[src/rtl/store_buffer.sv]
// store_buffer: posted-write FIFO between the datapath store path and a
// single-port data memory. Stores are accepted at once and drained one word
// per cycle whenever the memory port is not busy with a load.
// Optional feature macro: STORE_BUF_FWD_EN
//   defined   -> loads that hit a pending store are served from the buffer
//   undefined -> loads that hit a pending store stall until it has drained
module store_buffer #(
  parameter int DATA_WIDTH = 32,
  parameter int ADDR_WIDTH = 5,
  parameter int DEPTH      = 4
) (
  input  logic                  i_clk,
  input  logic                  i_rst_n,
  input  logic                  i_st_valid,
  input  logic [ADDR_WIDTH-1:0] i_st_addr,
  input  logic [DATA_WIDTH-1:0] i_st_data,
  output logic                  o_st_ready,
  input  logic                  i_ld_valid,
  input  logic [ADDR_WIDTH-1:0] i_ld_addr,
  output logic [DATA_WIDTH-1:0] o_ld_data,
  output logic                  o_ld_stall,
  output logic                  o_empty,
  output logic [ADDR_WIDTH-1:0] o_mem_addr,
  output logic [DATA_WIDTH-1:0] o_mem_data,
  output logic                  o_mem_wr,
  input  logic [DATA_WIDTH-1:0] i_mem_rdata
);

  localparam int PTR_W = $clog2(DEPTH);
  localparam int CNT_W = PTR_W + 1;

  logic [ADDR_WIDTH-1:0] r_addr [DEPTH];
  logic [DATA_WIDTH-1:0] r_data [DEPTH];
  logic [PTR_W-1:0]      r_wr_ptr;
  logic [PTR_W-1:0]      r_rd_ptr;
  logic [CNT_W-1:0]      r_count;

  logic w_empty;
  logic w_full;
  logic w_push;
  logic w_drain;
  logic w_hit;
  logic w_stall;
`ifdef STORE_BUF_FWD_EN
  logic [DATA_WIDTH-1:0] w_fwd_data;
`endif

  // Status is derived only from the registered count, so ready/empty never
  // depend on same-cycle inputs.
  assign w_empty    = (r_count == '0);
  assign w_full     = (r_count == CNT_W'(DEPTH));
  assign o_st_ready = !w_full;
  assign o_empty    = w_empty;
  assign w_push     = i_st_valid && !w_full;

  // Scan valid entries oldest to youngest; a later match overrides an
  // earlier one so the forwarded value is always the youngest store.
  always_comb begin
    w_hit = 1'b0;
`ifdef STORE_BUF_FWD_EN
    w_fwd_data = '0;
`endif
    for (int i = 0; i < DEPTH; i++) begin
      if ((CNT_W'(i) < r_count) &&
          (r_addr[r_rd_ptr + PTR_W'(i)] == i_ld_addr)) begin
        w_hit = 1'b1;
`ifdef STORE_BUF_FWD_EN
        w_fwd_data = r_data[r_rd_ptr + PTR_W'(i)];
`endif
      end
    end
  end

`ifdef STORE_BUF_FWD_EN
  assign w_stall = 1'b0;
`else
  assign w_stall = i_ld_valid && w_hit;
`endif

  // A stalled load gives the port back to the buffer so the hit entry can
  // drain; this guarantees the stall clears within count cycles.
  assign w_drain    = !w_empty && (!i_ld_valid || w_stall);
  assign o_ld_stall = w_stall;

  // Steer the single memory port between drain writes and load reads, and
  // select the load result (zero whenever no load completes).
  always_comb begin
    o_mem_wr   = 1'b0;
    o_mem_addr = '0;
    o_mem_data = '0;
    o_ld_data  = '0;
    if (w_drain) begin
      o_mem_wr   = 1'b1;
      o_mem_addr = r_addr[r_rd_ptr];
      o_mem_data = r_data[r_rd_ptr];
    end else if (i_ld_valid) begin
      o_mem_addr = i_ld_addr;
    end
    if (i_ld_valid && !w_stall) begin
`ifdef STORE_BUF_FWD_EN
      o_ld_data = w_hit ? w_fwd_data : i_mem_rdata;
`else
      o_ld_data = i_mem_rdata;
`endif
    end
  end

  // Pointer and occupancy bookkeeping; reset discards every pending store.
  always_ff @(posedge i_clk or negedge i_rst_n) begin
    if (!i_rst_n) begin
      r_wr_ptr <= '0;
      r_rd_ptr <= '0;
      r_count  <= '0;
    end else begin
      if (w_push) begin
        r_wr_ptr <= r_wr_ptr + 1'b1;
      end
      if (w_drain) begin
        r_rd_ptr <= r_rd_ptr + 1'b1;
      end
      case ({w_push, w_drain})
        2'b10:   r_count <= r_count + 1'b1;
        2'b01:   r_count <= r_count - 1'b1;
        default: r_count <= r_count;
      endcase
    end
  end

  // Entry storage needs no reset: only entries covered by count are read.
  always_ff @(posedge i_clk) begin
    if (w_push) begin
      r_addr[r_wr_ptr] <= i_st_addr;
      r_data[r_wr_ptr] <= i_st_data;
    end
  end

endmodule
[config.mk]
export PLATFORM = sky130hd
export DESIGN_NAME = store_buffer
export DESIGN_NICKNAME = d
export VERILOG_FILES = /design/src/rtl/store_buffer.sv
export SDC_FILE = /design/constraint.sdc
export NUM_CORES = 1
export LEC_CHECK = 0
export CORE_UTILIZATION = 45
export CTS_BUF_LIST = sky130_fd_sc_hd__clkbuf_4
export DETAILED_ROUTE_END_ITERATION = 16
export GPL_TIMING_DRIVEN = 0
export PLACE_DENSITY = 0.72
export SYNTH_ARGS = -nofsm -noshare
export SYNTH_HDL_FRONTEND = slang
export SYNTH_SLANG_ARGS = --single-unit
[constraint.sdc]
create_clock -name i_clk -period 5.8 [get_ports i_clk]
set_clock_uncertainty 0.1 [all_clocks]
set_input_delay 1.45 -clock i_clk [delete_from_list [all_inputs] [get_ports i_clk]]
set_output_delay 1.45 -clock i_clk [all_outputs]
set_load 0.02 [all_outputs]
==> flow_metrics.tcl, run 1 <==
set metrics [dict create \
    numPortBuffers 145 \
    gp_routability_congestion 0.863 \
    placed_cells_incl_taps 734 \
    final.setup.worst_slack_ps 209 \
    grt_util_all_layers 0.194 \
    drt.antenna.violating_nets 0 \
    layout.nets 656 \
    vias 4017 \
    hold_path_end "r_count[1]$_DFFE_PN0P_" \
    p_clk_frac 0.149 \
    synth-seq-cells 155 \
    ctsLongestPathBuffers 2 \
    seq_area_frac_synth 0.668 \
    detailedRoute.firstPassIterationCount 4 \
    slew_headroom 0.430 \
    power.leakage_uw 0.00306 \
    timing.rr.end "r_count[2]$_DFFE_PN0P_" \
    finalSetupViolCount 0 \
    share_seq_of_total_power 0.366 \
    area_growth_syn_to_layout_pct 29.7 \
    synth_nets 488 \
    final_core_util 0.608 \
    largest_net_degree_at_the_start_of_global_routing 34 \
    postSynth.topFlopCell "sky130_fd_sc_hd__edfxtp_1" \
    drt_wl_total_mm 14.5 \
    cts.sink_count 155 \
    power.combinational.fraction 0.485 \
    global_route_wire_length_before_repair_mm 22.9 \
    die_area_um2 15900 \
    yosys_warnings 0 \
    worst-r2r-cell-count 14 \
    floorplan.die.height_um 126 \
    power-per-cell-area_nw_per_um2 471 \
    max_cap_violations 0 \
    post-route-min-period_ps 5590 \
    floorplan.initialDensity 0.469 \
    worst_hold_path.num_cells 2 \
    post_cts_buffers 0 \
    first_iter_violations 290 \
    ctsResizeCount 0 \
    synth_top_area_frac 0.642 \
    number_of_global_route_vias_before_repair 4320 \
    layout.cells.most_common "sky130_fd_sc_hd__edfxtp_1" \
    detailedPlacementHpwl_mm 10.2 \
    final_hold_fails 0 \
    yosys.area.top_type "sky130_fd_sc_hd__edfxtp_1" \
    worstPathRequired_ps 4250 \
    irDropWorstVdd_mv 0.263 \
    cts_root_buffer "sky130_fd_sc_hd__clkbuf_4" \
    path_clk_slew_ps 120 \
    detail_route.drc_violations 0 \
    internal_power_uw 2730 \
    syn_avg_cell_area_um2 17.3 \
    routedWlPerCell_um 18.9 \
    endpoint_kind "output port" \
    p_sw_uw 1500 \
    grt_antenna_before_repair 0 \
    synthCells 401 \
    design.core.area_um2 14800 \
    synth_cell_type_count 36 \
    fp.dieW_um 126 \
    path_max_fanout 10 \
    fillerInstances 1133 \
    post_route_cells_drive_above_1_share 0.158 \
    arrival_time_at_the_worst_endpoint_ps 4040 \
    io_pins 151 \
    ff_latch_area_um2 4620 \
    cts.hold.buffers_added 0 \
    global_route.overflow_total 0 \
    category_of_the_worst_setup_path_launch_point "primary input" \
    hold_slack_ps 500 \
    ff_to_ff_start "r_rd_ptr[1]$_DFFE_PN0P_" \
    detail_route.vias_per_cell 5.24 \
    rsz0062_at_grt "false" \
    number_of_synthesized_flops_with_an_enable_pin 148 \
    most_frequent_cells_in_the_layout "148 x sky130_fd_sc_hd__edfxtp_1, 145 x sky130_fd_sc_hd__clkdlybuf4s50_1, 33 x sky130_fd_sc_hd__nor2b_1, 33 x sky130_fd_sc_hd__and2_1, 32 x sky130_fd_sc_hd__mux4_2" \
    timing.hold.worst.class "register to register" \
    finish.cell_count_without_fillers 766 \
    main_area_contributors_after_synthesis "sky130_fd_sc_hd__edfxtp_1 64%, sky130_fd_sc_hd__mux4_2 10%, sky130_fd_sc_hd__mux2i_1 4.0%, sky130_fd_sc_hd__xnor2_1 3.3%, sky130_fd_sc_hd__and2_1 3.0%" \
    htree_levels 4 \
    antenna_diodes 0 \
    hold_path_startpoint "r_count[1]$_DFFE_PN0P_" \
    swShare 0.354 \
    status "finished, final reports clean" \
    regToRegSetupSlack_ps 2630 \
    placement_rows 44 \
    async_sr_flop_fraction 0.0452 \
    pre_cts_ws_ps 219 \
    worst-slew-pin-transition_ps 855 \
    clk-insertion-delay-late_ps 520 \
    cts_tree "yes" \
    multi_input_area_um2 2140 \
    timing.setup.tns_ps 0 \
    report.final.slew_viol_count 0 \
    maxClockFrequency_mhz 179 \
    cts_inserted_buffers 17 \
    min_period_over_period 0.964 \
    critPathKind "primary input to output port" \
    syn-cell-area_um2 6920 \
]
[how the worst max path moves through the flow]
stage                 start  cells past startpoint             to  slack [ps]
5_1_grt        i_ld_addr[4]                     10  o_mem_addr[0]           8
2_1_floorplan  i_ld_addr[3]                      9  o_mem_addr[0]        1050
3_3_place_gp   i_ld_addr[4]                     10  o_mem_addr[0]         230
4_1_cts        i_ld_addr[4]                     10  o_mem_addr[0]         210
3_5_place_dp   i_ld_addr[4]                     10  o_mem_addr[0]         220
6_report       i_ld_addr[4]                     10  o_mem_addr[0]         210
[registers in the layout, indices dropped and copies added (netlist names)]
register,flops
r_addr,20
r_wr_ptr,2
r_count,3
r_rd_ptr,2
r_data,128
[worst max-delay path: stages]
cell                              delay (ps)
sky130_fd_sc_hd__clkbuf_1                290
sky130_fd_sc_hd__xnor2_1                 170
sky130_fd_sc_hd__nor4_1                  340
sky130_fd_sc_hd__mux2i_1                 140
sky130_fd_sc_hd__o221ai_2                290
sky130_fd_sc_hd__o21ai_2                 140
sky130_fd_sc_hd__buf_6                   170
sky130_fd_sc_hd__buf_6                   160
sky130_fd_sc_hd__o2bb2ai_1               220
sky130_fd_sc_hd__clkdlybuf4s50_1         670
[through the flow]
stage          instance area, µm²  total power [µW]
2_1_floorplan                6920              2870
3_3_place_gp                 8600              3600
3_5_place_dp                 8690              3650
4_1_cts                      8970              4290
5_1_grt                      8970              4460
6_report                     8970              4230
[metal layers]
layer	vias to the layer above	track usage	routed length [µm]
met5	-	0	0
met4	0	0.0532	129
met3	16	0.0569	1070
met2	155	0.343	7320
met1	1978	0.230	6000
li1	1868	-	-
[area by class of cell]
cell class	instances	area share
Buffer	24	0.0160
Clock buffer	18	0.0151
Clock inverter	14	0.0159
Inverter	7	0.00293
Multi-Input combinational cell	215	0.238
Sequential cell	155	0.515
Tap cell	184	0.0257
Timing Repair Buffer	149	0.172
[cell families (layout without fill, tap and decap cells)]
logic type | count (synthesis) | count (layout) | share of synthesized area
compound gates | 20 | 20 | 0.0210
xor+xnor | 30 | 30 | 0.0391
fa+ha+maj | 9 | 9 | 0.0163
buf+inv | 31 | 212 | 0.0246
flops | 155 | 155 | 0.668
mux | 64 | 64 | 0.151
simple gates | 92 | 92 | 0.0805
[power by group through the flow]
| stage | clock, µW | sequential, µW | combinational (µW) |
|---|---|---|---|
| after floorplan | 0 | 1560 | 1320 |
| after global placement | 0 | 1580 | 2020 |
| after detailed placement | 0 | 1580 | 2080 |
| after CTS | 649 | 1550 | 2090 |
| after global routing | 693 | 1570 | 2200 |
| final | 631 | 1550 | 2050 |
[cell usage after synthesis, types with 2 or more instances]
library cell and instances:
sky130_fd_sc_hd__buf_6 4, sky130_fd_sc_hd__buf_2 5, sky130_fd_sc_hd__o2bb2ai_1 5, sky130_fd_sc_hd__clkbuf_1 11
sky130_fd_sc_hd__inv_1 7, sky130_fd_sc_hd__nor2_1 6, sky130_fd_sc_hd__mux2_2 4, sky130_fd_sc_hd__clkbuf_2 2
sky130_fd_sc_hd__and2_1 33, sky130_fd_sc_hd__nor4b_1 2, sky130_fd_sc_hd__mux2i_1 28, sky130_fd_sc_hd__nor4_1 3
sky130_fd_sc_hd__o21ai_2 2, sky130_fd_sc_hd__edfxtp_1 148, sky130_fd_sc_hd__mux4_2 32, sky130_fd_sc_hd__o21ai_0 4
sky130_fd_sc_hd__dfrtp_1 7, sky130_fd_sc_hd__ha_1 9, sky130_fd_sc_hd__a21oi_1 4, sky130_fd_sc_hd__and3_1 5
sky130_fd_sc_hd__xor2_1 3, sky130_fd_sc_hd__xnor2_1 26, sky130_fd_sc_hd__nor3_1 2, sky130_fd_sc_hd__nand2_1 5
sky130_fd_sc_hd__nor2b_1 33
Note: power is estimated with default switching activity, not from simulation.
==> run 2: changes to the inputs <==
- CORE_ASPECT_RATIO: unset -> 0.7
- PLACE_DENSITY: 0.72 -> 0.75
==> run 2 against run 1 <==
  * Core utilization fell by 0.26 points
  * Flip-flop and latch count is the same
  * Die area is essentially flat
  * Combinational power about the same
  * Sequential power hardly changed
  * Design area up 0.29%
  * Non-clock buffer count unchanged
  * First-iteration DRC count fell by 26%
==> flow_metrics.tcl, run 2 (synthesis results as in run 1) <==
set metrics [dict create \
    vias 3966 \
    gp_routability_congestion 0.888 \
    drt.antenna.violating_nets 0 \
    detailedRoute.firstPassIterationCount 4 \
    timing.critical_path.cells "clkbuf_1 -> xnor2_1 -> nor4_2 -> mux2i_1 -> o221ai_2 -> o21ai_2 -> buf_6 -> buf_6 -> nor2b_1 -> clkdlybuf4s50_1" \
    cts_root_buffer "sky130_fd_sc_hd__clkbuf_4" \
    slowest_delay_ps 660 \
    status "finished, final reports clean" \
    hold_path_startpoint "r_count[2]$_DFFE_PN0P_" \
    detailedPlacementHpwl_mm 10.5 \
    slew_headroom 0.412 \
    stdcell_area_um2 9000 \
    layout.nets 656 \
    timing.hold.worst.class "register to register" \
    grt_antenna_before_repair 0 \
    finalSetupViolCount 0 \
    post_route_cells_drive_above_1_share 0.158 \
    power.leakage_uw 0.00306 \
    cp-startpoint "i_ld_addr[3]" \
    cts.hold.buffers_added 0 \
    total_power_uw 4270 \
    first_iter_violations 215 \
    io_pins 151 \
    fp.dieW_um 150 \
    timing.critical_path.max_delay_family "buffers and inverters" \
    numPortBuffers 145 \
    path_max_fanout 10 \
    category_of_the_worst_setup_path_launch_point "primary input" \
    timing.setup.tns_ps 0 \
    placement_rows 37 \
    hold_slack_ps 507 \
    antenna_diodes 0 \
    area_growth_syn_to_layout_pct 30.0 \
    floorplan.die.height_um 106 \
    htree_levels 4 \
    final_hold_fails 0 \
    regToRegSetupSlack_ps 2630 \
    layout.cells.most_common "sky130_fd_sc_hd__edfxtp_1" \
    ctsResizeCount 0 \
    floorplan.initialDensity 0.466 \
    worst-r2r-cell-count 14 \
    cts.sink_count 155 \
    timing.rr.end "r_count[2]$_DFFE_PN0P_" \
    number_of_global_route_vias_before_repair 4178 \
    worstPathRequired_ps 4250 \
    min_period_over_period 0.941 \
    worst-slew-pin-transition_ps 883 \
    detail_route.drc_violations 0 \
    global_route.overflow_total 0 \
    report.final.slew_viol_count 0 \
    power-per-cell-area_nw_per_um2 474 \
    drt_wl_total_mm 14.6 \
    grt_util_all_layers 0.195 \
    routedWlPerCell_um 18.9 \
    worst_hold_path.num_cells 1 \
    cts_inserted_buffers 17 \
    detail_route.vias_per_cell 5.10 \
    placed_cell_area_um2 8700 \
    post_cts_buffers 0 \
    register_with_the_most_flip_flops "r_data" \
    fillerInstances 1103 \
    critPathKind "primary input to output port" \
    clk-insertion-delay-late_ps 500 \
    largest_register_ffs 128 \
    irDropWorstVdd_mv 0.315 \
    hold_path_end "r_count[2]$_DFFE_PN0P_" \
    rsz0062_at_grt "false" \
    largest_registers "r_data x128, r_addr x20, r_count x3" \
    ff_to_ff_start "r_rd_ptr[1]$_DFFE_PN0P_" \
    post-route-min-period_ps 5460 \
    worstPathBufferInverterCount 4 \
    cp_max_stage_cell "sky130_fd_sc_hd__clkdlybuf4s50_1" \
    largest_net_degree_at_the_start_of_global_routing 31 \
    crit_path_frequent_cell "sky130_fd_sc_hd__buf_6" \
    global_route_wire_length_before_repair_mm 22.5 \
    maxClockFrequency_mhz 183 \
    most_frequent_cells_in_the_layout "148 x sky130_fd_sc_hd__edfxtp_1, 145 x sky130_fd_sc_hd__clkdlybuf4s50_1, 33 x sky130_fd_sc_hd__nor2b_1, 33 x sky130_fd_sc_hd__and2_1, 32 x sky130_fd_sc_hd__mux4_2" \
    max_cap_violations 0 \
    endpoint_kind "output port" \
    path_clk_slew_ps 120 \
    die_area_um2 15900 \
    arrival_time_at_the_worst_endpoint_ps 3910 \
    cts_tree "yes" \
    ctsLongestPathBuffers 2 \
    design.core.area_um2 14900 \
]
==> run 2: changes by cell type in the layout (fill, tap and decap cells not counted), sizes merged <==
| cell | change |
|---|---|
| clkinv | -3 |
| clkinvlp | +2 |
| bufinv | +1 |
| clkbuf | +2 |
| inv | -2 |
==> run 2: metal layers <==
| layer | part of all wire | track usage | vias up |
|---|---|---|---|
| li1 | - | - | 1864 |
| met1 | 0.47 | 0.278 | 1990 |
| met2 | 0.48 | 0.300 | 106 |
| met3 | 0.049 | 0.0485 | 6 |
| met4 | 0.0031 | 0.0483 | 0 |
| met5 | 0 | 0 | - |
==> run 2: worst max-delay path by stage <==
stage / to / slack (ps) / depth (start not counted)
2_1_floorplan: o_mem_addr[0] / 1050 / 9
3_3_place_gp: o_mem_data[22] / 340 / 10
3_5_place_dp: o_mem_data[22] / 350 / 10
4_1_cts: o_mem_data[22] / 320 / 10
5_1_grt: o_mem_data[22] / 100 / 10
6_report: o_mem_data[22] / 340 / 10
==> run 2: final cells by class <==
type	count	area (µm²)	share of cell area
Multi-Input combinational cell	215	2140	0.237
Buffer	24	144	0.0160
Timing Repair Buffer	149	1530	0.170
Inverter	7	26.3	0.00292
Clock buffer	20	150	0.0167
Clock inverter	12	148	0.0164
Tap cell	195	244	0.0271
Sequential cell	155	4620	0.513
==> run 2: through the flow <==
| step | utilization | setup slack, ps | instances |
|---|---|---|---|
| after floorplan | - | 1050 | 401 |
| after global placement | 0.580 | 338 | 741 |
| after detailed placement | 0.586 | 351 | 745 |
| after CTS | 0.606 | 325 | 777 |
| after global routing | 0.606 | 105 | 777 |
| final | 0.606 | 344 | 777 |
==> run 2: report_power, final <==
part | leakage, µW | internal, µW | switching [µW]
combinational | 0.00147 | 992 | 1060
sequential | 0.00144 | 1480 | 71.6
clock | 0.000154 | 311 | 354
==> run 3: changes to the inputs <==
- PLACE_DENSITY: 0.75 -> 0.78
- clock period: 5.8 -> 4.5 ns (I/O delays scaled with it)
==> run 3 against run 2 <==
  * Die area is the same
  * Final cell count grew 0.77%
  * Design area grew 2.0%
  * Combinational power grew 30%
  * Clock power grew 48%
  * Highest routed layer unchanged
==> flow_metrics.tcl, run 3 (synthesis results as in run 1) <==
set metrics [dict create \
    area_growth_syn_to_layout_pct 32.6 \
    grt_antenna_before_repair 0 \
    number_of_global_route_vias_before_repair 4265 \
    detail_route.vias_per_cell 5.18 \
    global_route.overflow_total 0 \
    irDropWorstVdd_mv 0.225 \
    cts_tree "yes" \
    power.leakage_uw 0.00336 \
    design.core.area_um2 14900 \
    cts_root_buffer "sky130_fd_sc_hd__clkbuf_4" \
    finish.cell_count_without_fillers 783 \
    status "finished, final reports clean" \
    rsz0062_at_grt "true" \
    layout.cells.most_common "sky130_fd_sc_hd__edfxtp_1" \
    final_hold_fails 0 \
    maxClockFrequency_mhz 225 \
    placed_cells_incl_taps 745 \
    ctsLongestPathBuffers 2 \
    category_of_the_worst_setup_path_launch_point "register" \
    fp.dieW_um 150 \
    arrival_time_at_the_worst_endpoint_ps 3220 \
    post_route_cells_drive_above_1_share 0.269 \
    crit_path_frequent_cell "sky130_fd_sc_hd__buf_6" \
    timing.critical_path.cells "buf_12 -> clkbuf_16 -> mux2i_4 -> xnor2_2 -> nor2_1 -> a21oi_2 -> o221ai_4 -> o21ai_2 -> buf_6 -> buf_6 -> inv_1 -> dlygate4sd2_1" \
    path_max_fanout 10 \
    floorplan.initialDensity 0.466 \
    detailedRoute.firstPassIterationCount 4 \
    timing.setup.tns_ps 0 \
    cp-startpoint "r_rd_ptr[1]$_DFFE_PN0P_" \
    path_clk_slew_ps 120 \
    post-route-min-period_ps 4450 \
    clk-insertion-delay-late_ps 500 \
    antenna_diodes 0 \
    fillerInstances 1085 \
    largest_register_ffs 128 \
    ff_to_ff_start "r_rd_ptr[1]$_DFFE_PN0P_" \
    htree_levels 4 \
    largest_registers "r_data x128, r_addr x20, r_count x3" \
    vias 4054 \
    layout.nets 662 \
    report.final.slew_viol_count 0 \
    endpoint_kind "output port" \
    io_pins 151 \
    timing.hold.worst.class "register to register" \
    drt.antenna.violating_nets 0 \
    min_period_over_period 0.988 \
    grt_util_all_layers 0.194 \
    first_iter_violations 227 \
    global_route_wire_length_before_repair_mm 22.8 \
    die_area_um2 15900 \
    worstPathBufferInverterCount 6 \
    register_with_the_most_flip_flops "r_data" \
    routedWlPerCell_um 19.2 \
    floorplan.die.height_um 106 \
    detailedPlacementHpwl_mm 10.1 \
    finalSetupViolCount 0 \
    drt_wl_total_mm 15.0 \
    gp_routability_congestion 0.881 \
    cts.sink_count 155 \
    worst-slew-pin-transition_ps 766 \
    hold_path_startpoint "r_count[1]$_DFFE_PN0P_" \
    largest_net_degree_at_the_start_of_global_routing 30 \
    placement_rows 37 \
    cts.hold.buffers_added 0 \
    power-per-cell-area_nw_per_um2 617 \
    numPortBuffers 145 \
    max_cap_violations 0 \
    worstPathRequired_ps 3270 \
    slew_headroom 0.489 \
    timing.critical_path.max_delay_family "buffers and inverters" \
    cp_max_stage_cell "sky130_fd_sc_hd__dfrtp_2" \
    most_frequent_cells_in_the_layout "148 x sky130_fd_sc_hd__edfxtp_1, 75 x sky130_fd_sc_hd__clkdlybuf4s50_1, 33 x sky130_fd_sc_hd__and2_1" \
    detail_route.drc_violations 0 \
    slowest_delay_ps 470 \
    critPathKind "register to output port" \
    cts_inserted_buffers 17 \
]
-- run 3: changes by cell type in the layout (fill, tap and decap cells not counted), sizes merged, moves of 3 or more --
cell           previous run  this run
clkbuf                   33        50
clkdlybuf4s15             0         8
buf                      15        32
dlymetal6s2s              0         3
clkdlybuf4s50           145        75
dlygate4sd2               0        29
-- run 3: worst paths after layout --
| kind | to | slack [ps] | cells past startpoint |
|---|---|---|---|
| min | r_count[1]$_DFFE_PN0P_ | 510 | 2 |
| min reg2reg | r_count[1]$_DFFE_PN0P_ | 510 | 2 |
| max reg2reg | r_count[2]$_DFFE_PN0P_ | 1280 | 14 |
| max | o_mem_wr | 50 | 12 |
| min in group asynchronous | r_wr_ptr[1]$_DFFE_PN0P_ | 770 | 1 |
| max in group asynchronous | r_rd_ptr[1]$_DFFE_PN0P_ | 3260 | 1 |
-- run 3: worst min-delay path: stages (launching register included) --
cell and delay (ps):
sky130_fd_sc_hd__dfrtp_1 450, sky130_fd_sc_hd__nand2_1 60, sky130_fd_sc_hd__o21ai_0 70
-- run 3: what timing repair did --
action                                  CTS  global route
gates resized for setup                 114            97
endpoints found under the setup margin   70            71
pin swaps                                 0             5
setup buffers                             0             4
gates cloned                              0             2
-- run 3: stage by stage --
step	hold WS, ps	instance area, µm²	total power, µW	utilization	setup slack, ps
2_1_floorplan	415	6920	3700	-	404
3_3_place_gp	457	8620	4600	0.580	-329
3_5_place_dp	482	8700	4690	0.586	-342
4_1_cts	504	9090	5600	0.612	-29.4
5_1_grt	560	9180	5970	0.618	-99.8
6_report	510	9180	5670	0.618	54.5
-- run 3: routing by layer --
metal	wire, µm	up-vias	GRT usage	share of wire
li1	-	1882	-	-
met1	6740	2053	0.268	0.45
met2	7420	101	0.311	0.49
met3	712	18	0.0437	0.047
met4	167	0	0.0527	0.011
met5	0	-	0	0
-- run 3: layout make-up --
cell class                 count  area, µm²  area share
timing repair buffer         155       1440       0.156
multi-input combinational    215       2310       0.252
clock inverter                14        218      0.0237
clock buffer                  18        135      0.0147
tap                          195        244      0.0266
sequential                   155       4620       0.503
buffer                        24        185      0.0202
inverter                       7       26.3     0.00286
-- run 3: power by group --
part           switching (µW)  total [µW]  internal, µW
Combinational            1420        2670          1240
Clock                     480         988           508
Sequential                109        2010          1900
Total                    2010        5670          3650
